`src/rtl/clk_div_pkg.sv`:
```
// Shared constants for the clock divider / segment symbol front end:
// default divide ratios, segment type and the active-low symbol table.
package clk_div_pkg;

    localparam int DEF_DIV_5M = 10;
    localparam int DEF_DIV_500 = 100000;
    localparam int DEF_DIV_50 = 1000000;
    localparam int DEF_DIV_5 = 10000000;
    localparam int DEF_DIV_1 = 50000000;
    localparam int DEF_DIV_05 = 100000000;

    typedef logic [6:0] seg_t;

    // Bit order a..g from bit6 down to bit0, segments lit when 0
    localparam seg_t SEG_SYM_0 = 7'b0000001;
    localparam seg_t SEG_SYM_1 = 7'b1001111;
    localparam seg_t SEG_SYM_2 = 7'b0010010;
    localparam seg_t SEG_SYM_3 = 7'b0000110;
    localparam seg_t SEG_SYM_4 = 7'b1001100;
    localparam seg_t SEG_SYM_5 = 7'b0100100;
    localparam seg_t SEG_SYM_6 = 7'b0100000;
    localparam seg_t SEG_SYM_7 = 7'b0001111;
    localparam seg_t SEG_BLANK = 7'b1111111;

    function automatic seg_t seg_decode(input logic [2:0] sym);
        seg_t pat;
        case (sym)
            3'd0: pat = SEG_SYM_0;
            3'd1: pat = SEG_SYM_1;
            3'd2: pat = SEG_SYM_2;
            3'd3: pat = SEG_SYM_3;
            3'd4: pat = SEG_SYM_4;
            3'd5: pat = SEG_SYM_5;
            3'd6: pat = SEG_SYM_6;
            default: pat = SEG_SYM_7;
        endcase
        return pat;
    endfunction

endpackage

```
`src/rtl/clk_div_ch.sv`:
```
// One divider channel: 50%-duty square wave with a period of DIV input
// cycles (DIV even, >= 2), output driven straight from a flop.
module clk_div_ch #(
    parameter int DIV = 10
) (
    input  logic CLK_50M,
    input  logic RST,
    output logic clk_out
);

    localparam int HALF = DIV / 2;
    localparam int CNT_W = (HALF > 1) ? $clog2(HALF) : 1;
    localparam logic [CNT_W-1:0] CNT_LAST = CNT_W'(HALF - 1);

    logic [CNT_W-1:0] cnt;

    always_ff @(posedge CLK_50M or posedge RST) begin
        if (RST) begin
            cnt <= '0;
            clk_out <= 1'b0;
        end else if (cnt == CNT_LAST) begin
            cnt <= '0;
            clk_out <= ~clk_out;
        end else begin
            cnt <= cnt + 1'b1;
        end
    end

endmodule

```
`src/rtl/clk_div_seg_sym.sv`:
```
// Six independent clock dividers plus a registered 3-bit to 7-segment decoder.
// Define SEG_ACTIVE_HIGH_EN for active-high segments (blank = 7'b0000000).
module clk_div_seg_sym
    import clk_div_pkg::*;
#(
    parameter int DIV_5M = DEF_DIV_5M,
    parameter int DIV_500 = DEF_DIV_500,
    parameter int DIV_50 = DEF_DIV_50,
    parameter int DIV_5 = DEF_DIV_5,
    parameter int DIV_1 = DEF_DIV_1,
    parameter int DIV_05 = DEF_DIV_05
) (
    input  logic       CLK_50M,
    input  logic       RST,
    input  logic [2:0] state,
    output logic       CLK_5M,
    output logic       CLK_500,
    output logic       CLK_50,
    output logic       CLK_5,
    output logic       CLK_1,
    output logic       CLK_05,
    output logic [6:0] s_to_d
);

    // Channels share one reset edge so their phases stay aligned
    clk_div_ch #(.DIV(DIV_5M)) u_ch_5m (.CLK_50M(CLK_50M), .RST(RST), .clk_out(CLK_5M));
    clk_div_ch #(.DIV(DIV_500)) u_ch_500 (.CLK_50M(CLK_50M), .RST(RST), .clk_out(CLK_500));
    clk_div_ch #(.DIV(DIV_50)) u_ch_50 (.CLK_50M(CLK_50M), .RST(RST), .clk_out(CLK_50));
    clk_div_ch #(.DIV(DIV_5)) u_ch_5 (.CLK_50M(CLK_50M), .RST(RST), .clk_out(CLK_5));
    clk_div_ch #(.DIV(DIV_1)) u_ch_1 (.CLK_50M(CLK_50M), .RST(RST), .clk_out(CLK_1));
    clk_div_ch #(.DIV(DIV_05)) u_ch_05 (.CLK_50M(CLK_50M), .RST(RST), .clk_out(CLK_05));

`ifdef SEG_ACTIVE_HIGH_EN
    localparam seg_t SEG_RESET = ~SEG_BLANK;
    localparam seg_t SEG_XOR = 7'b1111111;
`else
    localparam seg_t SEG_RESET = SEG_BLANK;
    localparam seg_t SEG_XOR = 7'b0000000;
`endif

    always_ff @(posedge CLK_50M or posedge RST) begin
        if (RST) begin
            s_to_d <= SEG_RESET;
        end else begin
            s_to_d <= seg_decode(state) ^ SEG_XOR;
        end
    end

endmodule

```
`config.mk`:
```
export PLATFORM = sky130hd
export DESIGN_NAME = clk_div_seg_sym
export DESIGN_NICKNAME = d
export VERILOG_FILES = /design/src/rtl/clk_div_pkg.sv /design/src/rtl/clk_div_ch.sv /design/src/rtl/clk_div_seg_sym.sv
export SDC_FILE = /design/constraint.sdc
export NUM_CORES = 1
export LEC_CHECK = 0
export BUFFER_PORTS_ARGS = -buffer_cell sky130_fd_sc_hd__buf_2
export CAP_MARGIN = 40
export CORE_MARGIN = 1.5
export CORE_UTILIZATION = 56
export CTS_CLUSTER_DIAMETER = 50
export DETAILED_ROUTE_END_ITERATION = 10
export GPL_TIMING_DRIVEN = 1
export PLACE_DENSITY = 0.86
export SLEW_MARGIN = 20
export SYNTH_ARGS = -nofsm -noshare
export SYNTH_HDL_FRONTEND = slang
export SYNTH_SLANG_ARGS = --single-unit
```
`constraint.sdc`:
```
create_clock -name CLK_50M -period 3.6 [get_ports CLK_50M]
set_clock_uncertainty 0.2 [all_clocks]
set_input_delay 0.18 -clock CLK_50M [delete_from_list [all_inputs] [get_ports CLK_50M]]
set_output_delay 0.18 -clock CLK_50M [all_outputs]
set_load 0.01 [all_outputs]
```
# Word level (Yosys, flattened, before mapping)
# Cells that the tools add are included.
totals:
  ff_bits: 125
  latch_bits: 0
  ramBits: 0
  mem_bits_ro: 0
  in_bits: 5
  out_inout_bits: 13
  elab_cells: 45
  memories: 0
op_classes:
  addsub: 6
  mul: 0
  div_mod_pow: 0
  n_lt_le_gt_ge: 0
  eq_ne: 12
  shifts: 0
  muxes: 7
  n_bitwise: 6
  reduce_logical: 1
op_table:
  columns: ["operator", "count"]
  rows:
  - ["one-hot mux 7 bit (7 select lines)", 1]
  - ["adder 26 x 1 -> 26 bit, second input constant", 1]
  - ["equality test 26 bit, second input constant", 1]
  - ["two-way mux 26 bit", 1]
  - ["adder 25 x 1 -> 25 bit, second input constant", 1]
  - ["equality test 25 bit, second input constant", 1]
  - ["two-way mux 25 bit", 1]
  - ["adder 23 x 1 -> 23 bit, second input constant", 1]
  - ["equality test 23 bit, second input constant", 1]
  - ["two-way mux 23 bit", 1]
  - ["adder 19 x 1 -> 19 bit, second input constant", 1]
  - ["equality test 19 bit, second input constant", 1]
  - ["two-way mux 19 bit", 1]
  - ["adder 16 x 1 -> 16 bit, second input constant", 1]
  - ["equality test 16 bit, second input constant", 1]
  - ["two-way mux 16 bit", 1]
  - ["equality test 3 bit, second input constant", 4]
  - ["equality test 3 x 2 -> 1 bit, second input constant", 2]
  - ["inverter 1 bit", 6]
  - ["adder 3 x 1 -> 3 bit, second input constant", 1]
  - ["equality test 3 x 1 -> 1 bit, second input constant", 1]
  - ["zero test 3 bit", 1]
  - ["two-way mux 3 bit", 1]

# Depth between registers and ports, before layout
depth:
  word_depth: 2
  depth_mapped: 6
  ltp_nobuf: 6

# Hierarchy
# From an unflattened synthesis, not the netlist that was laid out.
unflattened:
  hier_cells: 577
  hier_area_um2: 6092.1
by_module_without_submodules:
  columns: ["module", "n_inst", "cells_each", "area_each_um2", "seq_area_each_um2"]
  rows:
  - ["clk_div_ch (u_ch_05)", 1, 133, 1376.3, 675.6]
  - ["clk_div_ch (u_ch_1)", 1, 128, 1313.8, 650.6]
  - ["clk_div_ch (u_ch_5)", 1, 118, 1174.9, 600.6]
  - ["clk_div_ch (u_ch_50)", 1, 87, 950.9, 500.5]
  - ["clk_div_ch (u_ch_500)", 1, 72, 802.0, 425.4]
  - ["clk_div_seg_sym", 1, 25, 301.5, 183.9]
  - ["clk_div_ch (u_ch_5m)", 1, 14, 172.7, 100.1]

# Least setup slack after synthesis
# Ideal clock, no wire load.
synth_path:
  path_type: "register -> register"
  startpoint: "register u_ch_05.cnt[0]"
  endpoint: "register u_ch_05.cnt[5]"
  setup_time_ns: 0.118
  arrival_time_ns: 1.573
  required_time_ns: 3.282
  slack_ns: 1.708
  stages_incl_launch_ff: 6
  path_buffers: 0
  synth_period_minus_slack_ns: 1.892
  cell_sequence: "dfrtp_1 ha_1 nand4_1 nor4_4 o21ai_1 a21o_1"
synth_between:
  elab_chain_len: 2
  word_cells_on_any_way: 3
  cone_classes: "1 x add/sub; 1 x eq/ne; 1 x mux"
synth_lines:
  columns: ["item", "line", "rtl"]
  rows:
  - ["start: declaration", "clk_div_ch.sv:15", "logic [CNT_W-1:0] cnt;"]
  - ["start signal: assignment", "clk_div_ch.sv:25", "cnt <= cnt + 1'b1;"]
  - ["adder 26 x 1 -> 26 bit or equality test 26 bit (tied branches)", "clk_div_ch.sv:25, clk_div_ch.sv:21", null]
  - ["two-way mux 26 bit *", "clk_div_ch.sv:21", "end else if (cnt == CNT_LAST) begin"]
# Every way passes the cells marked *; elsewhere a longest branch is shown, timed or not.
# A chain may end at the register's enable or synchronous reset.

# Worst setup path in the final report
layout_path:
  startpoint: "register u_ch_5.cnt[20]"
  endpoint: "register u_ch_5.clk_out"
layout_between:
  elab_chain_len: 1
layout_lines:
  columns: ["item", "line", "rtl"]
  rows:
  - ["start: declaration", "clk_div_ch.sv:15", null]
  - ["start signal: assignment", "clk_div_ch.sv:25", null]
  - ["equality test 23 bit", "clk_div_ch.sv:21", null]
  - ["end signal: assignment", "clk_div_ch.sv:23", "clk_out <= ~clk_out;"]
  - ["end: declaration", "clk_div_ch.sv:8", "output logic clk_out"]
# No other way between the ends.

==> results.tsv <==
metric	value	unit
rows	36	
crit_family	simple AND/OR/NAND/NOR gates	
ys_ff_latch	125	
clk_latency	0.52	ns
syn_nets	549	
grt-ovfl-total	0	
yosys.area.top_type	dfrtp_1	
slowest_stage	nor4_1	
max_slew.worst_pin.slew	0.656	ns
synth_area	5790	um^2
vias	4089	
drc	0	
first_global_vias	4137	
setup_violations	0	
cp_max_fo	8	
async_flop_share	1.00	
crit_path_start_kind	flip-flop	
hold_buffers	6	
synth_edf_count	0	
wl_per_cell	14.8	um
clock_path_buffers	2	
syn_inst	537	
cts_setup_buffers	0	
drive_above_1_share	0.127	
cp_cell_sequence	nor4bb_1 > nand4bb_1 > nor4_1 > buf_4 > xor2_1	
via_per_inst	5.66	
rsz0062_at_grt	false	
finalNetCount	589	
clk_pin_slew	0.06	ns
place_congestion	0.814	
boundaryPins	18	
fp.dieH	105	um
powerDensity	468	nW/um^2
dominantRegCellSynth	dfrtp_1	
postLayoutCoreUtil	0.678	
drtIter0Drc	231	
ys_warn_count	0	
grt_use_total	0.213	
area_growth	16.0	%
critical_path_class	flip-flop to flip-flop	
htree_num_levels	4	
cts_root_buf	clkbuf_8	
cts_buffers	17	
slew_viol_final	0	
die_w	105	um
start_util	0.584	
antenna_found_initial	0	
cts_resized	0	
crit_arrival	2.48	ns
cp.required	3.85	ns
relSlewSlack	0.561	
cts_tree	built	
tns	0	ns
hold-worst-slack	0.0861	ns
critPathBufInv	1	
io_buffers	17	
cap_violations	0	
seq_area_frac_synth	0.542	
dieArea	11000	um^2
fin_crit_sh	0.620	
hp-class	input pin to asynchronous set/reset pin	
filler_cell_count	704	
max_freq	0.448	GHz
hold_viol	0	
numClockSinks	125	
grt_pass1_wl	18.9	mm
totalWireLength	10.7	mm
synth_cell_types	45	
yosys-top-cells-area	dfrtp_1 51%, xor2_1 7.3%, xnor2_1 6.7%	
antenna_cells	0	
grt_max_degree	60	
ant_nets	0	
yosys.area.top_type_share	0.510	
slowest_delay	0.51	ns
vdd_drop_max	0.270	mV
p_leak	0.00311	uW
crit_path_end_kind	flip-flop	
dp_hpwl	6.94	mm
status	finished clean	
min_period	2.23	ns
first_pass_iters	5	
synth.avg_cell_area	10.8	um^2
core_area	9910	um^2
finalPower	3140	uW
-- layout by cell type, fill, tap and decap left out, drive strengths merged, types with 13 or more instances in the layout --
cell type	Yosys	routed
nand3	40	40
nor3	15	15
xnor2	44	44
dfrtp	118	118
nand4	31	31
nor2	72	72
clkbuf	3	22
xor2	48	48
buf	5	22
nand2	39	39
inv	14	13
-- kinds of logic (layout without fill, tap and decap cells) --
logic type      Yosys count  after routing  share of synthesized area
compound gates           26             26                     0.0274
xor+xnor                 92             92                      0.139
fa+ha+maj                 7              7                     0.0151
buf+inv                  22             75                     0.0175
flops                   125            125                      0.542
mux                       5              5                    0.00864
simple gates            260            260                      0.251
-- state kept, by name (all words and copies together) (netlist names), 3 cells and up --
name	flops
u_ch_1.cnt	25
u_ch_05.cnt	26
u_ch_5m.cnt	3
u_ch_5.cnt	23
u_ch_50.cnt	19
s_to_d	7
u_ch_500.cnt	16
-- tightest hold or removal path: cells and delay by family --
kind | cells | cell delay [ns]
buffers and inverters | 4 | 0.98
-- per-layer routing --
metal	global-route usage	part of all wire
met1	0.272	0.43
met2	0.348	0.51
met3	0.0580	0.039
met4	0.0793	0.015
met5	0	0
-- layout make-up --
cell class / count / area (um^2) / area share
multi-input combinational: 390 / 2550 / 0.380
tap: 133 / 166 / 0.0248
inverter: 14 / 56.3 / 0.00838
clock inverter: 11 / 143 / 0.0212
timing repair buffer: 29 / 221 / 0.0330
sequential: 125 / 3140 / 0.467
clock buffer: 21 / 439 / 0.0654
-- path summary, 6_finish.rpt --
| kind | start | to | slack [ns] | depth (start not counted) |
|---|---|---|---|---|
| min in group CLK_50M | u_ch_5m.cnt[0] | u_ch_5m.cnt[0] | 0.26 | 1 |
| min reg2reg | u_ch_5m.cnt[0] | u_ch_5m.cnt[0] | 0.26 | 1 |
| min | RST | u_ch_5m.clk_out | 0.09 | 4 |
| max reg2reg | u_ch_5.cnt[20] | u_ch_5.clk_out | 1.37 | 5 |
| max | u_ch_5.cnt[20] | u_ch_5.clk_out | 1.37 | 5 |
| max in group asynchronous | RST | u_ch_500.cnt[10] | 2.48 | 5 |
-- synthesized netlist by cell type (4+ instances only) --
master and n:
a21o_1 5, a21oi_1 4, and3_1 11, and4_1 8
dfrtp_1 118, dfstp_2 7, ha_1 7, inv_1 14
mux2i_1 5, nand2_1 38, nand3_1 39, nand4_1 31
nor2_1 72, nor2b_1 6, nor3_1 12, nor4_1 5
nor4_4 4, nor4b_1 4, o21ai_0 7, o21ai_1 4
xnor2_1 44, xor2_1 48
-- metrics by stage --
stage / instances / setup WS (ns) / cell area [um^2]
global route: 723 / 1.23 / 6720
finish: 723 / 1.37 / 6720
global placement: 683 / 1.26 / 6040
CTS: 721 / 1.16 / 6680
detailed placement: 683 / 1.18 / 6040
floorplan: 537 / 1.69 / 5800
-- report_power, final --
| part | total, uW | internal [uW] | leakage (uW) | switching, uW |
|---|---|---|---|---|
| combinational | 58.9 | 19.1 | 0.00119 | 39.8 |
| clock | 1670 | 1070 | 0.000282 | 597 |
| sequential | 1420 | 1420 | 0.00164 | 1.13 |
| total | 3140 | 2500 | 0.00311 | 638 |
Note: power is estimated with default switching activity, not from simulation.
